$ cat config.mk
export PLATFORM = sky130hd
export DESIGN_NAME = star_scanner
export DESIGN_NICKNAME = d
export VERILOG_FILES = /design/src/rtl/star_scanner.sv
export SDC_FILE = /design/constraint.sdc
export NUM_CORES = 1
export LEC_CHECK = 0
export BUFFER_PORTS_ARGS = -buffer_cell sky130_fd_sc_hd__buf_4
export CAP_MARGIN = 0
export CORE_MARGIN = 2
export CORE_UTILIZATION = 48
export DETAILED_ROUTE_END_ITERATION = 7
export HOLD_SLACK_MARGIN = 0.1
export PLACE_DENSITY = 0.66
export SYNTH_ARGS = -nofsm -noshare
export SYNTH_HDL_FRONTEND = slang
export SYNTH_SLANG_ARGS = --single-unit
$ cat constraint.sdc
create_clock -name clk -period 3.7 [get_ports clk]
set_input_delay 0.37 -clock clk [delete_from_list [all_inputs] [get_ports clk]]
set_output_delay 0.37 -clock clk [all_outputs]
set_load 0.1 [all_outputs]
$ cat src/rtl/star_scanner.sv
// Raster scanner: walks the frame memory one pixel per clock and stops on each
// star-coloured pixel, reporting its coordinates until the frame is exhausted.
module star_scanner #(
  parameter int                 xSz         = 8,
  parameter int                 ySz         = 7,
  parameter int                 colSz       = 3,
  parameter int                 X_MAX       = 160,
  parameter int                 Y_MAX       = 120,
  parameter logic [colSz-1:0]   STAR_COLOUR = 3'b111
) (
  input  logic             clk,
  input  logic             reset,
  input  logic             go,
  input  logic             ack,
  input  logic [colSz-1:0] pixIn,
  output logic [14:0]      addr,
  output logic [xSz-1:0]   xOut,
  output logic [ySz-1:0]   yOut,
  output logic             starFound,
  output logic             scanDone
);

  typedef enum logic [1:0] {IDLE, SCAN, FOUND, DONE} state_t;

  localparam logic [xSz-1:0] X_LAST = xSz'(X_MAX - 1);
  localparam logic [ySz-1:0] Y_LAST = ySz'(Y_MAX - 1);

  state_t         state, state_next;
  logic [xSz-1:0] xs, xd, rx;
  logic [ySz-1:0] ys, yd, ry;
  logic           iss;       // counters hold an address still to be issued
  logic           vld_d;     // pixIn belongs to (xd, yd)
  logic           r_last;    // reported star was the final pixel of the frame

  logic hit, d_last, s_last;
  logic start, resume, capture;

  assign hit    = vld_d && (pixIn == STAR_COLOUR);
  assign d_last = (xd == X_LAST) && (yd == Y_LAST);
  assign s_last = (xs == X_LAST) && (ys == Y_LAST);

  assign addr = 15'(ys) * 15'(X_MAX) + 15'(xs);

  always_comb begin
    state_next = state;
    start      = 1'b0;
    resume     = 1'b0;
    capture    = 1'b0;
    unique case (state)
      IDLE, DONE: begin
        if (go) begin
          state_next = SCAN;
          start      = 1'b1;
        end
      end
      SCAN: begin
        if (hit) begin
          state_next = FOUND;
          capture    = 1'b1;
        end else if (vld_d && d_last) begin
          state_next = DONE;
        end
      end
      FOUND: begin
        // ack takes priority; go is ignored here
        if (ack) begin
          if (r_last) begin
            state_next = DONE;
          end else begin
            state_next = SCAN;
            resume     = 1'b1;
          end
        end
      end
      default: state_next = IDLE;
    endcase
  end

  assign starFound = (state == FOUND);
  assign scanDone  = (state == DONE);

  // NOTE: sequential state uses non-blocking assignments with the synchronous
  // reset tested first, so every register clears on the same edge.
  always_ff @(posedge clk) begin
    if (reset) state <= IDLE;
    else       state <= state_next;
  end

  always_ff @(posedge clk) begin
    if (reset) begin
      xs     <= '0;
      ys     <= '0;
      xd     <= '0;
      yd     <= '0;
      rx     <= '0;
      ry     <= '0;
      r_last <= 1'b0;
      iss    <= 1'b0;
      vld_d  <= 1'b0;
      xOut   <= '0;
      yOut   <= '0;
    end else if (start) begin
      xs    <= '0;
      ys    <= '0;
      iss   <= 1'b1;
      vld_d <= 1'b0;
    end else if (resume) begin
      xs    <= rx;
      ys    <= ry;
      iss   <= 1'b1;
      vld_d <= 1'b0;
    end else if (capture) begin
      xOut   <= xd;
      yOut   <= yd;
      r_last <= d_last;
      if (xd == X_LAST) begin
        rx <= '0;
        ry <= yd + 1'b1;
      end else begin
        rx <= xd + 1'b1;
        ry <= yd;
      end
      // the read issued this cycle is dropped; scanning restarts from rx/ry
      iss   <= 1'b0;
      vld_d <= 1'b0;
    end else if (state == SCAN) begin
      vld_d <= iss;
      if (iss) begin
        xd <= xs;
        yd <= ys;
        if (s_last) begin
          iss <= 1'b0;
        end else if (xs == X_LAST) begin
          xs <= '0;
          ys <= ys + 1'b1;
        end else begin
          xs <= xs + 1'b1;
        end
      end
    end else begin
      iss   <= 1'b0;
      vld_d <= 1'b0;
    end
  end

endmodule
==> metrics.md <==
| Metric | Value |
|---|---|
| Cts hold-fix bufs | 0 |
| Vias per cell | about 5.4 |
| Fmax | 288 MHz |
| Data arrival time of the critical path | about 3100 ps |
| Largest net degree at the start of global routing | 53 |
| DIE WIDTH | between 90 and 100 um |
| Vias in the first global route | around 2800 |
| Final hold vios | 0 |
| DRC viols | 0 |
| Placer Congestion | 0.863 |
| R2r startpoint | state[0] |
| CTS sink count | 65 |
| Initial Util | 49.4% |
| Fin Setup TNS | 0 ps |
| Util after Layout | 56.9% |
| Clock slew at reported path FFs | 70 ps |
| Register bit total from synthesis | between 60 and 70 |
| Port-buffer cells | 38 |
| Die extent in y | between 90 and 100 um |
| Hold path startpoint | go |
| Placed cell count | 535 |
| Clock Tree Root | clkbuf_8 |
| Cts bufs inserted | 9 |
| Worst-path fanout max | 7 |
| Async SR Flop Fraction | 0% |
| Routed WL per cell | about 14 um |
| Worst path buffer plus inverter count | 2 |
| Row count | 31 |
| Distinct cells, synth | between 50 and 60 |
| Slack of the worst reg-to-reg path | approximately 1200 ps |
| Syn nets | roughly 450 |
| Clock Skew | between 6 and 7 ps |
| First-pass GRT wire length | 13300 um |
| Grt ovf | 0 |
| DR iter-0 viols | between 100 and 150 |
| Mean Syn Cell Area | 8.48 sq um |
| Ranking of synthesized cells by area | dfxtp_1, ha_1, a21oi_1 |
| Area Overhead vs Synth | 15.2% |
| # Post-CTS Setup Buffers | 0 |
| Post-DP Area | roughly 4000 sq um |
| Yosys top cell by area | dfxtp_1 |
| I/O pins | 39 |
| TritonCTS clock tree | built |
| Endpoints failing setup | 0 |
| Synth top area share | 36.5% |
| Worst Hold Path EP | iss |
| Reg area | 1300 sq um |
| Sequential share of the synthesized area | 36.5% |
| YS warnings | 0 |
| Number of inserted diodes | 0 |
| CTS max path bufs | 2 |
| Final worst path period share | between 90% and 100% |
| Layout cell share with drive strength beyond 1 | about 16% |
| Min-Delay Path Depth | 3 |
| Number of gates resized after cts | 0 |
| RSZ-0062 raised after global routing | false |
| DPL Wire Length | about 5700 um |
| VDD IR max | roughly 210 uV |
| Final nets | between 400 and 500 |
| Post-synth EDFFs | 0 |
| Hold WS | approximately 380 ps |
| Leakage power | ~1.6 nW |
| Core footprint | between 7000 and 8000 sq um |
| TritonRoute pass-1 iters | 4 |
| Vias | about 3000 |
| H-tree levels | 3 |
| GRT Resource Usage Total | between 20 and 25% |
| Post-route ant nets | 0 |
| Critical path endpoint category | output pin |
| Slew HR | between 30 and 40% |
| Top_reg_cell synth | dfxtp_1 |
| CP Launch Type | flop |
| Pwr Density | about 420 nW/um^2 |
| Cell area after layout | roughly 4000 sq um |
| Initial antenna violation count | 0 |
| Slew @ Worst Pin | about 970 ps |
| CP dominant cell by count | ha_1 |
| # fillers | 701 |
| Final Instance Count excl. Fillers | between 500 and 600 |
| Area of the multi-input gates | roughly 2100 sq um |
| Maximum cell stage delay along the critical path | roughly 450 ps |
| Crit path max-delay cell type | dfxtp_1 |
| CP top delay family | adder cells |
| Kind of critical path | flop to output pin |
| Cell count after synthesis | between 400 and 500 |
| Die area | between 8000 and 9000 sq um |
| DRT Wirelength | approximately 8000 um |
| Cells on worst reg2reg path | 8 |
| Clk_lat worst skew | roughly 340 ps |
| Max-cap viol count | 0 |
| Hold WC Path Type | input pin to flop |
| Slew Limit Fails | 0 |
| Fin crit period | between 3000 and 4000 ps |
| Most common cell in the synthesized netlist | dfxtp_1 |
| CP required | about 3300 ps |
| Status | complete, no violations |
| Most frequent cells after synthesis | dfxtp_1, nand2_1, a21oi_1 |
| Synth Cell Area | 3560 sq um |
| RR Endpoint | yOut[1] |
| Critical-path cell list | ha_1, ha_1, inv_1, fa_1, nor3b_1, nand3b_1, o41ai_4, buf_4 |
## power breakdown
part / switching [mW] / leakage (nW) / internal [mW] / total, mW
clock network: 0.272 / 0.113 / 0.373 / 0.645
registers: 0.0259 / 0.524 / 0.719 / 0.745
logic: 0.228 / 0.952 / 0.0962 / 0.324
total: 0.526 / 1.59 / 1.19 / 1.71
## kinds of logic after synthesis
logic type	synth area share, %
AND/OR/NAND/NOR	22.7
multiplexers	5.06
AO/OA/AOI/OAI	14.7
flip-flops	36.5
adder cells (fa/ha/maj)	8.15
buffers and inverters	5.65
XOR/XNOR	7.27
## worst reg2reg max path: cells and delay by family (launching register included)
| family | cells | cell delay (ps) |
|---|---|---|
| AO/OA/AOI/OAI | 2 | 330 |
| adder cells (fa/ha/maj) | 1 | 250 |
| buffers and inverters | 2 | 360 |
| flip-flops | 1 | 380 |
| AND/OR/NAND/NOR | 3 | 1110 |
## worst max-delay path by stage
| stage | from | to | slack (ps) | cells past startpoint |
|---|---|---|---|---|
| after global routing | ys[1] | addr[14] | 50 | 8 |
| after floorplan | ys[1] | addr[14] | 230 | 7 |
| after detailed placement | ys[1] | addr[13] | 520 | 8 |
| after global placement | ys[1] | addr[13] | 600 | 8 |
| after CTS | ys[1] | addr[13] | 140 | 8 |
| final | ys[1] | addr[14] | 230 | 8 |
## layout by cell type (no fill, tap or decap), types with 2 or more instances in the layout
master,synthesis,routed
bufinv_16,0,2
nand4_1,9,9
a21oi_1,44,44
xor2_1,9,9
and4_1,2,2
buf_4,7,42
nor3_1,5,5
and3_1,5,5
a31oi_1,4,4
nor2_1,35,35
a21o_1,2,2
inv_1,15,15
nand2_1,49,49
nor2b_1,2,2
o21ai_1,4,4
fa_1,2,2
nor3b_1,4,4
nand4bb_1,2,2
dfxtp_1,65,65
clkinv_2,0,5
nor2_2,5,5
or3_1,3,3
a311oi_1,3,3
and2_1,2,2
xnor2_1,18,16
xnor2_2,0,2
mux2i_1,18,18
clkbuf_8,0,9
a211oi_1,10,10
nand3_1,14,14
o21ai_0,17,17
nand3b_1,3,3
nand2b_1,2,2
ha_1,20,20
## layout make-up
class / count / area share, %
clock inverter: 7 / 2.07
clock buffer: 9 / 3.02
timing repair buffer: 42 / 7.68
tap: 99 / 3.02
multi-input combinational: 314 / 51.2
sequential: 65 / 31.7
inverter: 15 / 1.37
## through the flow
step                worst slack, ps  total power, mW
global placement                605             1.08
CTS                             140             1.73
finish                          226             1.71
global route                   52.9             1.80
detailed placement              519             1.08
floorplan                       227             1.03
## registers in the layout, summed over array words and instances, names as in the netlist, 7 cells and up
signal	flops
rx	8
ry	7
xOut	8
xd	8
xs	8
yOut	7
yd	7
ys	7
## metal layers
metal | share of wire [%] | track usage (%) | vias to the layer above | wire length [um]
li1 | - | - | 1537 | -
met1 | 50 | 28.7 | 1336 | 3930
met2 | 42 | 29.3 | 66 | 3300
met3 | 5.6 | 5.45 | 13 | 439
met4 | 1.6 | 6.15 | 0 | 128
met5 | 0 | 0 | - | 0
No activity file was read; power rests on OpenSTA's default activity.
